$ cat config.mk
export PLATFORM = sky130hd
export DESIGN_NAME = instr_encoder
export DESIGN_NICKNAME = d
export VERILOG_FILES = /design/src/rtl/instr_encoder.sv
export SDC_FILE = /design/constraint.sdc
export NUM_CORES = 1
export LEC_CHECK = 0
export CORE_UTILIZATION = 28
export DETAILED_ROUTE_END_ITERATION = 10
export SLEW_MARGIN = 20
export SYNTH_ARGS = -nofsm -noshare
export SYNTH_HDL_FRONTEND = slang
export SYNTH_SLANG_ARGS = --single-unit
$ cat constraint.sdc
create_clock -name clk -period 11.2 [get_ports clk]
set_input_delay 1.68 -clock clk [delete_from_list [all_inputs] [get_ports clk]]
set_output_delay 1.68 -clock clk [all_outputs]
set_load 0.03 [all_outputs]
$ cat src/rtl/instr_encoder.sv
// Streaming MIPS-32 encoder: one-hot op code plus operand fields in, packed
// machine word with a sequential word address out, through a 2-entry queue.
module instr_encoder #(
  parameter int ADDR_W    = 10,
  parameter int BASE_ADDR = 0
) (
  input  logic              clk,
  input  logic              rst,
  // Handshake: a transfer happens on any rising edge where valid && ready are
  // both high; valid never waits on ready, and the payload must be held
  // stable while valid is high and ready is low.
  input  logic              in_valid,
  output logic              in_ready,
  input  logic [31:0]       in_code,
  input  logic [4:0]        in_rs,
  input  logic [4:0]        in_rt,
  input  logic [4:0]        in_rd,
  input  logic [4:0]        in_shamt,
  input  logic [15:0]       in_imm,
  input  logic [25:0]       in_target,
  output logic              out_valid,
  input  logic              out_ready,
  output logic [31:0]       out_instr,
  output logic [ADDR_W-1:0] out_addr,
  output logic              err_valid,
  output logic [15:0]       err_count
);

  logic              valid_code;
  logic [4:0]        idx;
  logic [11:0]       opfn;
  logic [31:0]       enc_word;
  logic [4:0]        rs_f, rt_f, rd_f, sh_f;
  logic              is_shift;

  logic [31:0]       q_instr [2];
  logic [ADDR_W-1:0] q_addr  [2];
  logic              rd_ptr;
  logic              wr_ptr;
  logic [1:0]        count;
  logic [1:0]        count_next;
  logic [ADDR_W-1:0] addr_ctr;
  logic              push, pop, bad;

  assign valid_code = !in_code[31] && (in_code[30:0] != 31'd0) &&
                      ((in_code[30:0] & (in_code[30:0] - 31'd1)) == 31'd0);

  always_comb begin
    idx = '0;
    for (int i = 0; i < 31; i++) begin
      if (in_code[i]) idx = 5'(i);
    end
  end

  // {op, funct}; funct is only meaningful for the R-type rows.
  always_comb begin
    opfn = 12'b0;
    case (idx)
      5'd0:  opfn = {6'b000000, 6'b100000};
      5'd1:  opfn = {6'b000000, 6'b100001};
      5'd2:  opfn = {6'b000000, 6'b100010};
      5'd3:  opfn = {6'b000000, 6'b100011};
      5'd4:  opfn = {6'b000000, 6'b100100};
      5'd5:  opfn = {6'b000000, 6'b100101};
      5'd6:  opfn = {6'b000000, 6'b100110};
      5'd7:  opfn = {6'b000000, 6'b100111};
      5'd8:  opfn = {6'b000000, 6'b101010};
      5'd9:  opfn = {6'b000000, 6'b101011};
      5'd10: opfn = {6'b000000, 6'b000000};
      5'd11: opfn = {6'b000000, 6'b000010};
      5'd12: opfn = {6'b000000, 6'b000011};
      5'd13: opfn = {6'b000000, 6'b000100};
      5'd14: opfn = {6'b000000, 6'b000110};
      5'd15: opfn = {6'b000000, 6'b000111};
      5'd16: opfn = {6'b000000, 6'b001000};
      5'd17: opfn = {6'b001000, 6'b000000};
      5'd18: opfn = {6'b001001, 6'b000000};
      5'd19: opfn = {6'b001100, 6'b000000};
      5'd20: opfn = {6'b001101, 6'b000000};
      5'd21: opfn = {6'b001110, 6'b000000};
      5'd22: opfn = {6'b100011, 6'b000000};
      5'd23: opfn = {6'b101011, 6'b000000};
      5'd24: opfn = {6'b000100, 6'b000000};
      5'd25: opfn = {6'b000101, 6'b000000};
      5'd26: opfn = {6'b001010, 6'b000000};
      5'd27: opfn = {6'b001011, 6'b000000};
      5'd28: opfn = {6'b001111, 6'b000000};
      5'd29: opfn = {6'b000010, 6'b000000};
      5'd30: opfn = {6'b000011, 6'b000000};
      default: opfn = 12'b0;
    endcase
  end

  assign is_shift = (idx >= 5'd10) && (idx <= 5'd12);

  always_comb begin
    enc_word = '0;
    rs_f     = in_rs;
    rt_f     = in_rt;
    rd_f     = in_rd;
    sh_f     = '0;
    if (idx <= 5'd16) begin
      if (is_shift) begin
        rs_f = '0;
        sh_f = in_shamt;
      end
      if (idx == 5'd16) begin
        rt_f = '0;
        rd_f = '0;
      end
      enc_word = {6'b000000, rs_f, rt_f, rd_f, sh_f, opfn[5:0]};
    end else if (idx <= 5'd28) begin
      enc_word = {opfn[11:6], (idx == 5'd28) ? 5'd0 : in_rs, in_rt, in_imm};
    end else begin
      enc_word = {opfn[11:6], in_target};
    end
  end

  assign push       = in_valid && in_ready && valid_code;
  assign bad        = in_valid && in_ready && !valid_code;
  assign pop        = out_valid && out_ready;
  assign wr_ptr     = rd_ptr ^ count[0];
  assign count_next = count + {1'b0, push} - {1'b0, pop};

  assign out_valid = (count != 2'd0);
  assign out_instr = q_instr[rd_ptr];
  assign out_addr  = q_addr[rd_ptr];

  always_ff @(posedge clk) begin
    if (rst) begin
      q_instr[0] <= '0;
      q_instr[1] <= '0;
      q_addr[0]  <= '0;
      q_addr[1]  <= '0;
      rd_ptr     <= 1'b0;
      count      <= 2'd0;
      in_ready   <= 1'b0;
      addr_ctr   <= ADDR_W'(BASE_ADDR);
      err_valid  <= 1'b0;
      err_count  <= '0;
    end else begin
      if (push) begin
        q_instr[wr_ptr] <= enc_word;
        q_addr[wr_ptr]  <= addr_ctr;
        addr_ctr        <= addr_ctr + ADDR_W'(1);
      end
      if (pop) rd_ptr <= ~rd_ptr;
      count     <= count_next;
      // Registered ready: reflects occupancy after this edge only.
      in_ready  <= (count_next < 2'd2);
      err_valid <= bad;
      if (bad && err_count != 16'hFFFF) err_count <= err_count + 16'd1;
    end
  end

endmodule

==> impl_metrics.ini <==
[clock_tree]
cts_buffer_depth = 2
cts_tree = built
clock_sinks = 114
root_buffer = clkbuf_16
clkLatencyLatePin_ps = 410
cts_max_level = 4
cts_buffers = 17
post_cts_resized = 0
post_cts.repair.setup_buffers = 0
cts_hold_buf = 0
path_clk_slew_ps = 50

[global_routing]
grt_pass1_wl_um = 29200
use_met2 = 0.267
use_met3 = 0.0274
top_usage_layer = met2
antenna_found_initial = 0
gr-usage-all-layers = 0.155
grt.met1_usage = 0.200
grt_pass1_vias = 5393
grt_overflow = 0
grt_max_degree = 42

[route]
wl_per_cell_um = 16.3
drc = 0
antenna_left = 0
vias_per_cell = 4.98
wl_um = 18800
drt_iter0_drc = 310
vias = 5757
firstDrtPassIters = 5

[yosys]
synth_top_cell_area_share = 0.368
synth_area_leaders = edfxtp_1 37%, dfxtp_1 9.6%, mux2_2 8.4%, nor2_1 6.2%, nor2b_1 3.1%
synth-async-reset-ratio = 0
syn_nets = 792
synth_area_per_cell_um2 = 9.80
post-synth-top-area-cell = edfxtp_1
ys.flop_type = edfxtp_1
ys_warn_count = 0
synthCells = 682
synth-seq-cells = 114
synth_edf_count = 82
synthDistinctLibCells = 67
yosysSeqAreaShare = 0.464
synth_area_mm2 = 0.00669

[cells_and_area]
drive_above_1_share = 0.127
fin_nets = 934
final_util = 0.390
diodes = 0
fin_cells = 1156
final_common_cell = clkdlybuf4s50_1
nFillCells = 2323
area_growth_syn_to_layout_pct = 37.0
layout_common_cells = 157 x clkdlybuf4s50_1, 110 x nor2_1, 82 x edfxtp_1, 50 x mux2_2, 33 x nor2b_1

[timing]
finalClockSkew_ps = 8.98
slew_headroom = 0.296
timing.fmax_mhz = 173
tightest_slew_ps = 1050
rsz0062_at_grt = false
layout_setup_ws_ps = 5420
tns_ps = 0
period_share = 0.516
setup_viol = 0
hold_viol_final = 0
post-route-min-period_ps = 5780
final_max_slew_viol_count = 0

[floorplan]
fp-row-count = 56
start_util = 0.285
fp.dieH_um = 157
die_w_um = 157
die_area_mm2 = 0.0245
core_mm2 = 0.0235
top_level_ports = 159

[min_path]
min_path_type = flop to flop

[worst_setup_path]
critPathMaxFanout = 41
crit_required_ps = 11110
crit_family = simple AND/OR/NAND/NOR gates
crit_buf_inv = 2
critPathSlowestCell = nor4_2
max_stage_delay_ps = 920
start_kind = input port
crit_type = input port to flop
cp_data_arrival_time_ps = 5690
cp-end-kind = flop
crit_path_cell_trace = clkdlybuf4s50_1, or4_1, nor4_2, nand3_1, a32oi_1, nor4b_4, nand4b_1, buf_4, nand2_2

[outcome]
status = complete, no violations

[placement]
portBuffers = 157
place_inst = 1124
pre_cts_ws_ps = 5020
dp_hpwl_um = 13600
routabilityCongestion = 0.936

[power_and_ir_drop]
p_seq_frac = 0.398
comb_power_share = 0.113
power_mw = 1.17
peakVddDrop_mv = 0.0738
switching_share = 0.230
power.switching_mw = 0.270
powerDensity_mw_per_mm2 = 128
leakage_nw = 3.18
p_clk_frac = 0.489
p_int_mw = 0.904

[flow_run]
drv_cap = 0
==> power by group through the flow <==
stage                     clock network [mW]  logic, mW  registers [mW]
after floorplan                            0     0.0642           0.476
after detailed placement                   0      0.133           0.476
final                                  0.574      0.133           0.467
after CTS                              0.580      0.133           0.467
after global placement                     0      0.133           0.476
after global routing                   0.604      0.143           0.468
==> cells by family (layout without fill, tap and decap cells) <==
family,count (synthesis),count (layout),share of synthesized area
AND/OR/NAND/NOR,282,282,0.220
AO/OA/AOI/OAI,128,128,0.129
flip-flops,114,114,0.464
buffers and inverters,71,226,0.0447
multiplexers,67,67,0.110
adder cells (fa/ha/maj),12,12,0.0225
XOR/XNOR,7,7,0.00917
other,1,1,0.000561
==> routing by layer <==
layer  vias to the layer above  wire [um]
met3                         8        979
met4                         0        113
li1                       2796          -
met1                      2761       8380
met5                         -          0
met2                       192       9320
==> path summary, 6_finish.rpt <==
| kind | depth (start not counted) | slack, ps | endpoint | start |
|---|---|---|---|---|
| max | 9 | 5420 | q_instr[1][11] | in_code[25] |
| min | 2 | 470 | addr_ctr[6] | addr_ctr[6] |
| max reg2reg | 8 | 8710 | err_count[5] | err_count[3] |
| min reg2reg | 2 | 470 | addr_ctr[6] | addr_ctr[6] |
==> state kept, by name, summed over array words and instances (netlist names), named ones only <==
| signal | cells |
|---|---|
| q_addr | 20 |
| rd_ptr | 1 |
| count | 2 |
| addr_ctr | 10 |
| err_valid | 1 |
| in_ready | 1 |
| err_count | 16 |
| q_instr | 62 |
==> tightest hold or removal path, delay by kind of cell (launching register included) <==
family / cells / cell delay [ps]
flip-flops: 1 / 310
AO/OA/AOI/OAI: 2 / 110
==> stage by stage <==
step	area, um2	hold slack (ps)
CTS	9160	478
global placement	8530	465
floorplan	6690	452
detailed placement	8530	470
global route	9160	509
finish	9160	475
==> cell type report <==
type | instances | area, um2 | share of cell area
clock buffers | 18 | 429 | 0.0469
clock inverters | 14 | 203 | 0.0221
inverters | 32 | 120 | 0.0131
multi-input cells | 497 | 3300 | 0.360
flip-flops and latches | 114 | 3100 | 0.339
well taps | 319 | 399 | 0.0436
repair buffers | 162 | 1610 | 0.176
==> synth_stat cells, drive strengths merged (2+ instances only) <==
library cell,n
a2111oi,2
a21oi,31
a221oi,2
a22o,4
a22oi,4
a31oi,10
a32oi,2
and2,10
and3,2
buf,15
clkbuf,24
dfxtp,32
edfxtp,82
ha,12
inv,32
mux2,50
mux2i,17
nand2,29
nand2b,6
nand3,14
nand4,8
nor2,110
nor2b,33
nor3,16
nor4,17
o211a,3
o211ai,5
o21a,2
o21ai,25
o22ai,3
o311ai,6
o31a,3
o31ai,9
o32ai,2
o41ai,6
or2,6
or3,10
or3b,2
or4,15
xnor2,7
(Power assumes the default switching activity.)
